## src/rtl/mem_stage_pipe.sv

```systemverilog
// Pipeline MEM stage: issues aligned loads/stores to a ready-handshake memory, waits with timeout, registers WB.
// Latency: 1 cycle after mem_rdy (0 wait in IDLE), 1 cycle for non-memory/misaligned ops.
// Backpressure: stall_out holds the EX/MEM register while in WAIT or while an IDLE memory op lacks mem_rdy.
module mem_stage_pipe #(
    parameter int ADDR_W   = 32,
    parameter int REG_AW   = 4,
    parameter int MAX_WAIT = 15
) (
    input  logic              clk,
    input  logic              rst,
    input  logic              in_valid,
    input  logic [31:0]       alu_out_in,
    input  logic [31:0]       st_data_in,
    input  logic [31:0]       pc_plus4_in,
    input  logic [REG_AW-1:0] reg_dest_in,
    input  logic              reg_wr,
    input  logic              wb_sel,
    input  logic              call,
    input  logic              mem_rd,
    input  logic              mem_wr,
    input  logic [1:0]        size,
    input  logic              ld_signed,
    input  logic              flush,
    output logic              stall_out,
    output logic              mem_req,
    output logic              mem_we,
    output logic [ADDR_W-1:0] mem_addr,
    output logic [31:0]       mem_wdata,
    output logic [3:0]        mem_be,
    input  logic              mem_rdy,
    input  logic [31:0]       mem_rdata,
    output logic              wb_valid,
    output logic [31:0]       mem_out_out,
    output logic [31:0]       alu_out_out,
    output logic [31:0]       pc_plus4_out,
    output logic [REG_AW-1:0] reg_dest_out,
    output logic              reg_wr_out,
    output logic              wb_sel_out,
    output logic              call_out,
    output logic              err_out
);

    typedef enum logic {S_IDLE, S_WAIT} state_t;

    localparam logic [7:0] MAX_W8 = 8'(MAX_WAIT);

    state_t            state;
    logic [7:0]        wait_cnt;

    logic              h_we, h_load, h_sgn, h_regwr, h_wbsel, h_call;
    logic [ADDR_W-1:0] h_addr;
    logic [31:0]       h_wdata, h_alu, h_pc;
    logic [3:0]        h_be;
    logic [1:0]        h_size;
    logic [REG_AW-1:0] h_dest;

    logic              mem_op, misaligned, issue, in_wait;
    logic [3:0]        in_be;
    logic [31:0]       in_wdata;

    logic              done, d_err, d_regwr, d_wbsel, d_call;
    logic [31:0]       d_mem_out, d_alu, d_pc;
    logic [REG_AW-1:0] d_dest;

    function automatic logic [31:0] load_ext(input logic [31:0] rdata, input logic [1:0] a,
                                             input logic [1:0] sz, input logic sgn);
        logic [31:0] lane;
        lane = rdata >> {a, 3'b000};
        case (sz)
            2'b00:   load_ext = {{24{sgn & lane[7]}}, lane[7:0]};
            2'b01:   load_ext = {{16{sgn & lane[15]}}, lane[15:0]};
            default: load_ext = rdata;
        endcase
    endfunction

    assign in_wait = (state == S_WAIT);
    assign mem_op  = in_valid & (mem_rd | mem_wr) & ~flush;

    always_comb begin
        case (size)
            2'b00:   misaligned = 1'b0;
            2'b01:   misaligned = alu_out_in[0];
            2'b10:   misaligned = (alu_out_in[1:0] != 2'b00);
            default: misaligned = 1'b1;
        endcase
    end

    always_comb begin
        in_be    = 4'b0000;
        in_wdata = st_data_in;
        case (size)
            2'b00: begin
                in_wdata = {4{st_data_in[7:0]}};
                if (mem_wr) in_be = 4'b0001 << alu_out_in[1:0];
            end
            2'b01: begin
                in_wdata = {2{st_data_in[15:0]}};
                if (mem_wr) in_be = 4'b0011 << alu_out_in[1:0];
            end
            default: if (mem_wr) in_be = 4'b1111;
        endcase
    end

    assign issue     = ~in_wait & mem_op & ~misaligned;
    assign mem_req   = ~rst & (issue | in_wait);
    assign mem_we    = in_wait ? h_we    : mem_wr;
    assign mem_addr  = in_wait ? h_addr  : alu_out_in[ADDR_W-1:0];
    assign mem_wdata = in_wait ? h_wdata : in_wdata;
    assign mem_be    = rst ? 4'b0000 : (in_wait ? h_be : (issue ? in_be : 4'b0000));
    assign stall_out = ~rst & (in_wait | (mem_op & ~mem_rdy));

    // Completion decode: the WB payload comes from the live inputs in IDLE and from the holding registers in WAIT.
    always_comb begin
        done      = 1'b0;
        d_err     = 1'b0;
        d_mem_out = 32'h0;
        d_alu     = alu_out_in;
        d_pc      = pc_plus4_in;
        d_dest    = reg_dest_in;
        d_regwr   = reg_wr;
        d_wbsel   = wb_sel;
        d_call    = call;
        if (!in_wait) begin
            if (in_valid && !flush) begin
                if (!(mem_rd || mem_wr)) begin
                    done = 1'b1;
                end else if (misaligned) begin
                    done  = 1'b1;
                    d_err = 1'b1;
                end else if (mem_rdy) begin
                    done = 1'b1;
                    if (mem_rd && !mem_wr)
                        d_mem_out = load_ext(mem_rdata, alu_out_in[1:0], size, ld_signed);
                end
            end
        end else begin
            d_alu   = h_alu;
            d_pc    = h_pc;
            d_dest  = h_dest;
            d_regwr = h_regwr;
            d_wbsel = h_wbsel;
            d_call  = h_call;
            if (mem_rdy) begin
                done = 1'b1;
                if (h_load) d_mem_out = load_ext(mem_rdata, h_addr[1:0], h_size, h_sgn);
            end else if (wait_cnt == MAX_W8) begin
                done  = 1'b1;
                d_err = 1'b1;
            end
        end
    end

    always_ff @(posedge clk) begin
        if (rst) begin
            state        <= S_IDLE;
            wait_cnt     <= 8'd0;
            h_we         <= 1'b0;
            h_load       <= 1'b0;
            h_sgn        <= 1'b0;
            h_regwr      <= 1'b0;
            h_wbsel      <= 1'b0;
            h_call       <= 1'b0;
            h_addr       <= '0;
            h_wdata      <= 32'h0;
            h_alu        <= 32'h0;
            h_pc         <= 32'h0;
            h_be         <= 4'b0000;
            h_size       <= 2'b00;
            h_dest       <= '0;
            wb_valid     <= 1'b0;
            mem_out_out  <= 32'h0;
            alu_out_out  <= 32'h0;
            pc_plus4_out <= 32'h0;
            reg_dest_out <= '0;
            reg_wr_out   <= 1'b0;
            wb_sel_out   <= 1'b0;
            call_out     <= 1'b0;
            err_out      <= 1'b0;
        end else begin
            case (state)
                S_IDLE: begin
                    if (issue && !mem_rdy) begin
                        state    <= S_WAIT;
                        wait_cnt <= 8'd0;
                        h_we     <= mem_wr;
                        h_load   <= mem_rd & ~mem_wr;
                        h_sgn    <= ld_signed;
                        h_regwr  <= reg_wr;
                        h_wbsel  <= wb_sel;
                        h_call   <= call;
                        h_addr   <= alu_out_in[ADDR_W-1:0];
                        h_wdata  <= in_wdata;
                        h_alu    <= alu_out_in;
                        h_pc     <= pc_plus4_in;
                        h_be     <= in_be;
                        h_size   <= size;
                        h_dest   <= reg_dest_in;
                    end
                end
                S_WAIT: begin
                    if (mem_rdy || wait_cnt == MAX_W8) state <= S_IDLE;
                    else                               wait_cnt <= wait_cnt + 8'd1;
                end
                default: state <= S_IDLE;
            endcase

            wb_valid <= done;
            if (done) begin
                mem_out_out  <= d_mem_out;
                alu_out_out  <= d_alu;
                pc_plus4_out <= d_pc;
                reg_dest_out <= d_dest;
                reg_wr_out   <= d_regwr & ~d_err;
                wb_sel_out   <= d_wbsel;
                call_out     <= d_call;
                err_out      <= d_err;
            end else begin
                mem_out_out  <= 32'h0;
                alu_out_out  <= 32'h0;
                pc_plus4_out <= 32'h0;
                reg_dest_out <= '0;
                reg_wr_out   <= 1'b0;
                wb_sel_out   <= 1'b0;
                call_out     <= 1'b0;
                err_out      <= 1'b0;
            end
        end
    end

endmodule

```

## config.mk

```make
export PLATFORM = sky130hd
export DESIGN_NAME = mem_stage_pipe
export DESIGN_NICKNAME = d
export VERILOG_FILES = /design/src/rtl/mem_stage_pipe.sv
export SDC_FILE = /design/constraint.sdc
export NUM_CORES = 1
export LEC_CHECK = 0
export CAP_MARGIN = 30
export CORE_UTILIZATION = 35
export CTS_CLUSTER_SIZE = 10
export DETAILED_ROUTE_END_ITERATION = 7
export PLACE_DENSITY = 0.72
export SYNTH_ARGS = -nofsm -noshare
export SYNTH_HDL_FRONTEND = slang
export SYNTH_SLANG_ARGS = --single-unit
export TNS_END_PERCENT = 50
```

## constraint.sdc

```tcl
create_clock -name clk -period 6.6 [get_ports clk]
set_input_delay 1.32 -clock clk [delete_from_list [all_inputs] [get_ports clk]]
set_output_delay 1.32 -clock clk [all_outputs]
set_load 0.05 [all_outputs]
```

Word-level counts from Yosys, hierarchy flattened:

Cells that the tools add are included.
W data, S select, Z words.

* bitwise gates (word level): 24
* $add $sub $neg: 1
* shift operators: 4
* eq/ne operators: 6
* muxes and demuxes: 45
* reduce and logical (&&, ||, !) cells: 14

Operators by type and width (count)
* $mux W32: 11
* $pmux W32 S2: 3
* $shr A32 B5 Y16: 2
* $mux W4: 7
* $mux W1: 18
* $mux W8: 2
* $pmux W8 S2: 1
* $and A1 B1 Y1: 13
* $add A8 B1 Y8 const B: 1
* $eq A8 B4 Y1 const B: 1
* $not A1 Y1: 8
* $pmux W4 S2: 1
* $eq A2 B1 Y1 const B: 2
* $logic_not A2 Y1: 2
* $reduce_and A2 Y1: 2
* $shl A1 B2 Y4 const A: 1
* $shl A2 B2 Y4 const A: 1
* $logic_and A1 B1 Y1: 3
* $logic_not A1 Y1: 3
* $or A1 B1 Y1: 3
* $pmux W1 S3: 1
* $eq A2 B2 Y1 const B: 1
* $logic_or A1 B1 Y1: 2
* $ne A2 B1 Y1 const B: 1
* other kinds (4): 4

* register bits after elaboration: 226
* output and inout port bits: 176

Logic depth before layout (Yosys ltp):

* depth in word-level cells: 9
* gate-level depth with buffers: 11
* depth with buffers taken out: 7

Worst setup path after synthesis:

Ideal clock, no wire load.

* path kind: input -> output
* start point: input port alu_out_in[1]
* end point: output port mem_be[0]
* setup slack: 2033 ps
* arrival: 3247 ps
* path buffers: 2
* cell stages on the path: 9
* path through: buf_2 buf_1 inv_1 ha_1 nand2b_1 a21o_1 nor2_1 a22oi_1 nor2_1

* word-level cells in the longest chain between the ends: 7
* elaborated cells between the ends (all ways): 12
* classes of those cells: shift: 2; mux: 7; bitwise: 2; reduce/logical: 1

RTL lines
* from (decl): RTL line 12 `input logic [31:0] alu_out_in,`
* $reduce_bool A2 Y1: RTL line 83 `2'b10: misaligned = (alu_out_in[1:0] != 2'b00);`
* $pmux W1 S3: RTL line 80 `case (size)`
* $not A1 Y1: RTL line 104 `assign issue = ~in_wait & mem_op & ~misaligned;`
* $and A1 B1 Y1: RTL line 104
* $mux W4 * (3 in series): RTL line 109 `assign mem_be = rst ? 4'b0000 : (in_wait ? h_be : (issue ? in_be : 4'b0000));`
* to (decl): RTL line 29 `output logic [3:0] mem_be,`

Mark *: on every way between the ends. The rest lies on a longest branch, timed or not.

Worst setup path after layout:

* start point: input port size[0]
* end point: output port mem_wdata[11]

* word-level cells in the longest chain between the ends: 3
* elaborated cells between the ends (all ways): 4
* classes of those cells: eq/ne: 1; mux: 2; reduce/logical: 1

RTL lines
* from (decl): RTL line 21 `input logic [1:0] size,`
* $eq A2 B1 Y1 / $logic_not A2 Y1 (equally long branches): RTL line 91 `case (size)`
* $pmux W32 S2 *: RTL line 91
* $mux W32 *: RTL line 108 `assign mem_wdata = in_wait ? h_wdata : in_wdata;`
* to (decl): RTL line 28 `output logic [31:0] mem_wdata,`

Marked as above.

==> flow_metrics.py <==
metrics = {
    "cells_and_area": {
        "num_antenna_cells": 0,
        "layout.nets": 1599,
        "final_layout_size_suffix_gt1_share_pct": 9.35,
        "area_growth_pct": 42.2,
        "finish.utilization_pct": 50.9,
        "stdcell_count": 1833,
    },
    "sta": {
        "fin_setup_tns_ps": 0,
        "maxSlewViolCount": 0,
        "hold_violations": 0,
        "finalCriticalPeriod_ps": 5560,
        "worst_pin_slew_ps": 1010,
        "fin_crit_sh_pct": 84.2,
        "slew_headroom_pct": 32.4,
        "timing.fmax_mhz": 180,
        "finalClockSkew_ps": 6.14,
        "finalSetupViolations": 0,
        "grt_setup_unrepaired": "false",
    },
    "critical_path": {
        "cp.arrival_ps": 4240,
        "end_kind": "primary output",
        "cp-start-kind": "input port",
        "crit_required_ps": 5280,
        "worst-setup-path-type": "in2out",
        "cp_max_fo": 13,
    },
    "clock_tree": {
        "cts-resized-gates": 0,
        "cts_num_sinks": 226,
        "ctsHtreeMaxLevel": 1,
        "cts_max_path_buffers": 3,
        "clk_pin_slew_worst_paths_ps": 50,
        "cts_buffers": 27,
        "clk_latency_ps": 540,
        "cts_tree": "done",
        "cts_setup_buffers": 0,
        "postCtsHoldBufs": 0,
        "root_buffer": "clkbuf_16",
    },
    "status": {
        "status": "finished clean",
    },
    "floorplanning": {
        "dieArea_mm2": 0.0293,
        "die_w_um": 171,
        "fp.dieH_um": 171,
        "num_rows": 61,
        "start_util_pct": 35.8,
        "boundaryPins": 321,
        "core_mm2": 0.0280,
    },
    "synthesis": {
        "synth_area_leaders": "dfxtp_1, nand2_1, mux2_2",
        "syn-cell-area_mm2": 0.0100,
        "avgSynthCellArea_um2": 8.56,
        "yosysMostFrequentCell": "nand2_1",
        "synth_cell_types": 55,
        "ys_seq_area_share_pct": 45.1,
        "yosys_warnings": 0,
        "synth_top_area_cell": "dfxtp_1",
        "synthFlopType": "dfxtp_1",
        "ys_top_cells_by_count": "nand2_1, dfxtp_1, a21oi_1",
        "synth_fp_nets": 1322,
        "synth_edf_count": 0,
        "synth-async-reset-ratio_pct": 0,
        "synth_top_cell_area_share_pct": 45.1,
        "synth_cells": 1172,
        "synth.ff_latch_count": 226,
    },
    "grt": {
        "grt_start_max_net_pins": 85,
        "grt_usage_pct": 20.4,
        "grt_pass1_vias": 8853,
        "overflow": 0,
        "grt_pass1_wl_um": 47700,
        "antenna_found_initial": 0,
    },
    "place": {
        "gp_congestion": 0.918,
        "portBuffers": 320,
        "dp.cells": 1798,
        "dp_hpwl_um": 21500,
    },
    "routing": {
        "routed_wl_um": 31000,
        "via_per_inst": 5.03,
        "first_pass_iters": 4,
        "antenna_left": 0,
        "wl_per_cell_um": 16.9,
        "num_vias": 9227,
        "drc": 0,
        "dr.first_iter.drc_count": 470,
    },
    "run": {
        "maxCapViolCount": 0,
    },
    "power_and_ir_drop": {
        "power_density_mw_per_mm2": 233,
        "p_leak_nw": 5.04,
        "ir_drop_v": 0.000170,
    },
    "hold_path": {
        "min_path_type": "reg2reg",
    },
}
critical path: stages:
cell and delay [ps]:
clkdlybuf4s50_1 620, buf_4 310, nor2_1 590, mux2_2 420, mux2_2 260, clkdlybuf4s50_1 700
state kept, by name, summed over array words and instances, names as in the netlist, 2 cells and up:
name          cells
h_be              4
pc_plus4_out     32
alu_out_out      32
h_pc             32
h_wdata          32
mem_out_out      32
wait_cnt          8
h_dest            4
h_alu            32
reg_dest_out      4
h_size            2
layout by cell type, fill, tap and decap left out, drive strengths merged, types with 5 or more instances in the layout:
cell type	instances
mux2i	68
nor3	18
mux2	80
a22o	7
o21ai	31
clkbuf	31
o211ai	8
ha	5
inv	9
and2	10
nor2	113
clkdlybuf4s50	319
nor2b	41
o221ai	11
nand2	246
o2bb2ai	7
dfxtp	226
a22oi	28
buf	16
o21a	10
a21oi	115
routing by layer:
metal  track usage (%)  share of wire (%)  wire length, um
met5                 0                  0                0
met1              25.1                 41            12800
met3              5.64                9.0             2800
met4              5.98                2.4              750
met2              34.4                 47            14700
final cells by class:
type	instances	area, um2
Clock buffer	31	691
Clock inverter	4	85.1
Fill cell	2619	13800
Inverter	11	41.3
Multi-Input combinational cell	848	5110
Sequential cell	226	4530
Tap cell	378	473
Timing Repair Buffer	335	3330
where the power goes:
part | switching, mW | internal (mW)
clock | 0.554 | 0.810
combinational | 0.326 | 0.227
sequential | 0.0148 | 1.39
logic make-up after synthesis:
kind of cell / count (synthesis) / synth area share (%)
AOI/OAI and AO/OA: 237 / 14.8
muxes: 148 / 15.8
adders and majority gates: 5 / 0.624
buffers and inverters: 98 / 4.06
and+or+nand+nor: 457 / 19.5
DFF: 226 / 45.1
xor gates and xnor gates: 1 / 0.0874
metrics by stage:
step                power [mW]  worst slack (ps)  area (um2)  hold slack (ps)
CTS                       3.37              1030       14300              454
global route              3.45               919       14300              471
global placement          1.99              1100       13500              438
floorplan                 1.75              2030       10000              433
detailed placement        1.99              1040       13500              445
finish                    3.32              1040       14300              450
path summary, 6_finish.rpt:
check	startpoint	end	slack, ps	depth (start not counted)
hold / removal	h_alu[12]$_SDFFE_PP0P_	h_alu[12]$_SDFFE_PP0P_	450	2
setup reg to reg	in_wait$_SDFF_PP0_	mem_out_out[14]$_SDFF_PP0_	3830	4
setup / recovery	size[0]	mem_wdata[11]	1040	6
hold reg to reg	h_alu[12]$_SDFFE_PP0P_	h_alu[12]$_SDFFE_PP0P_	450	2
No activity file was read; power rests on OpenSTA's default activity.
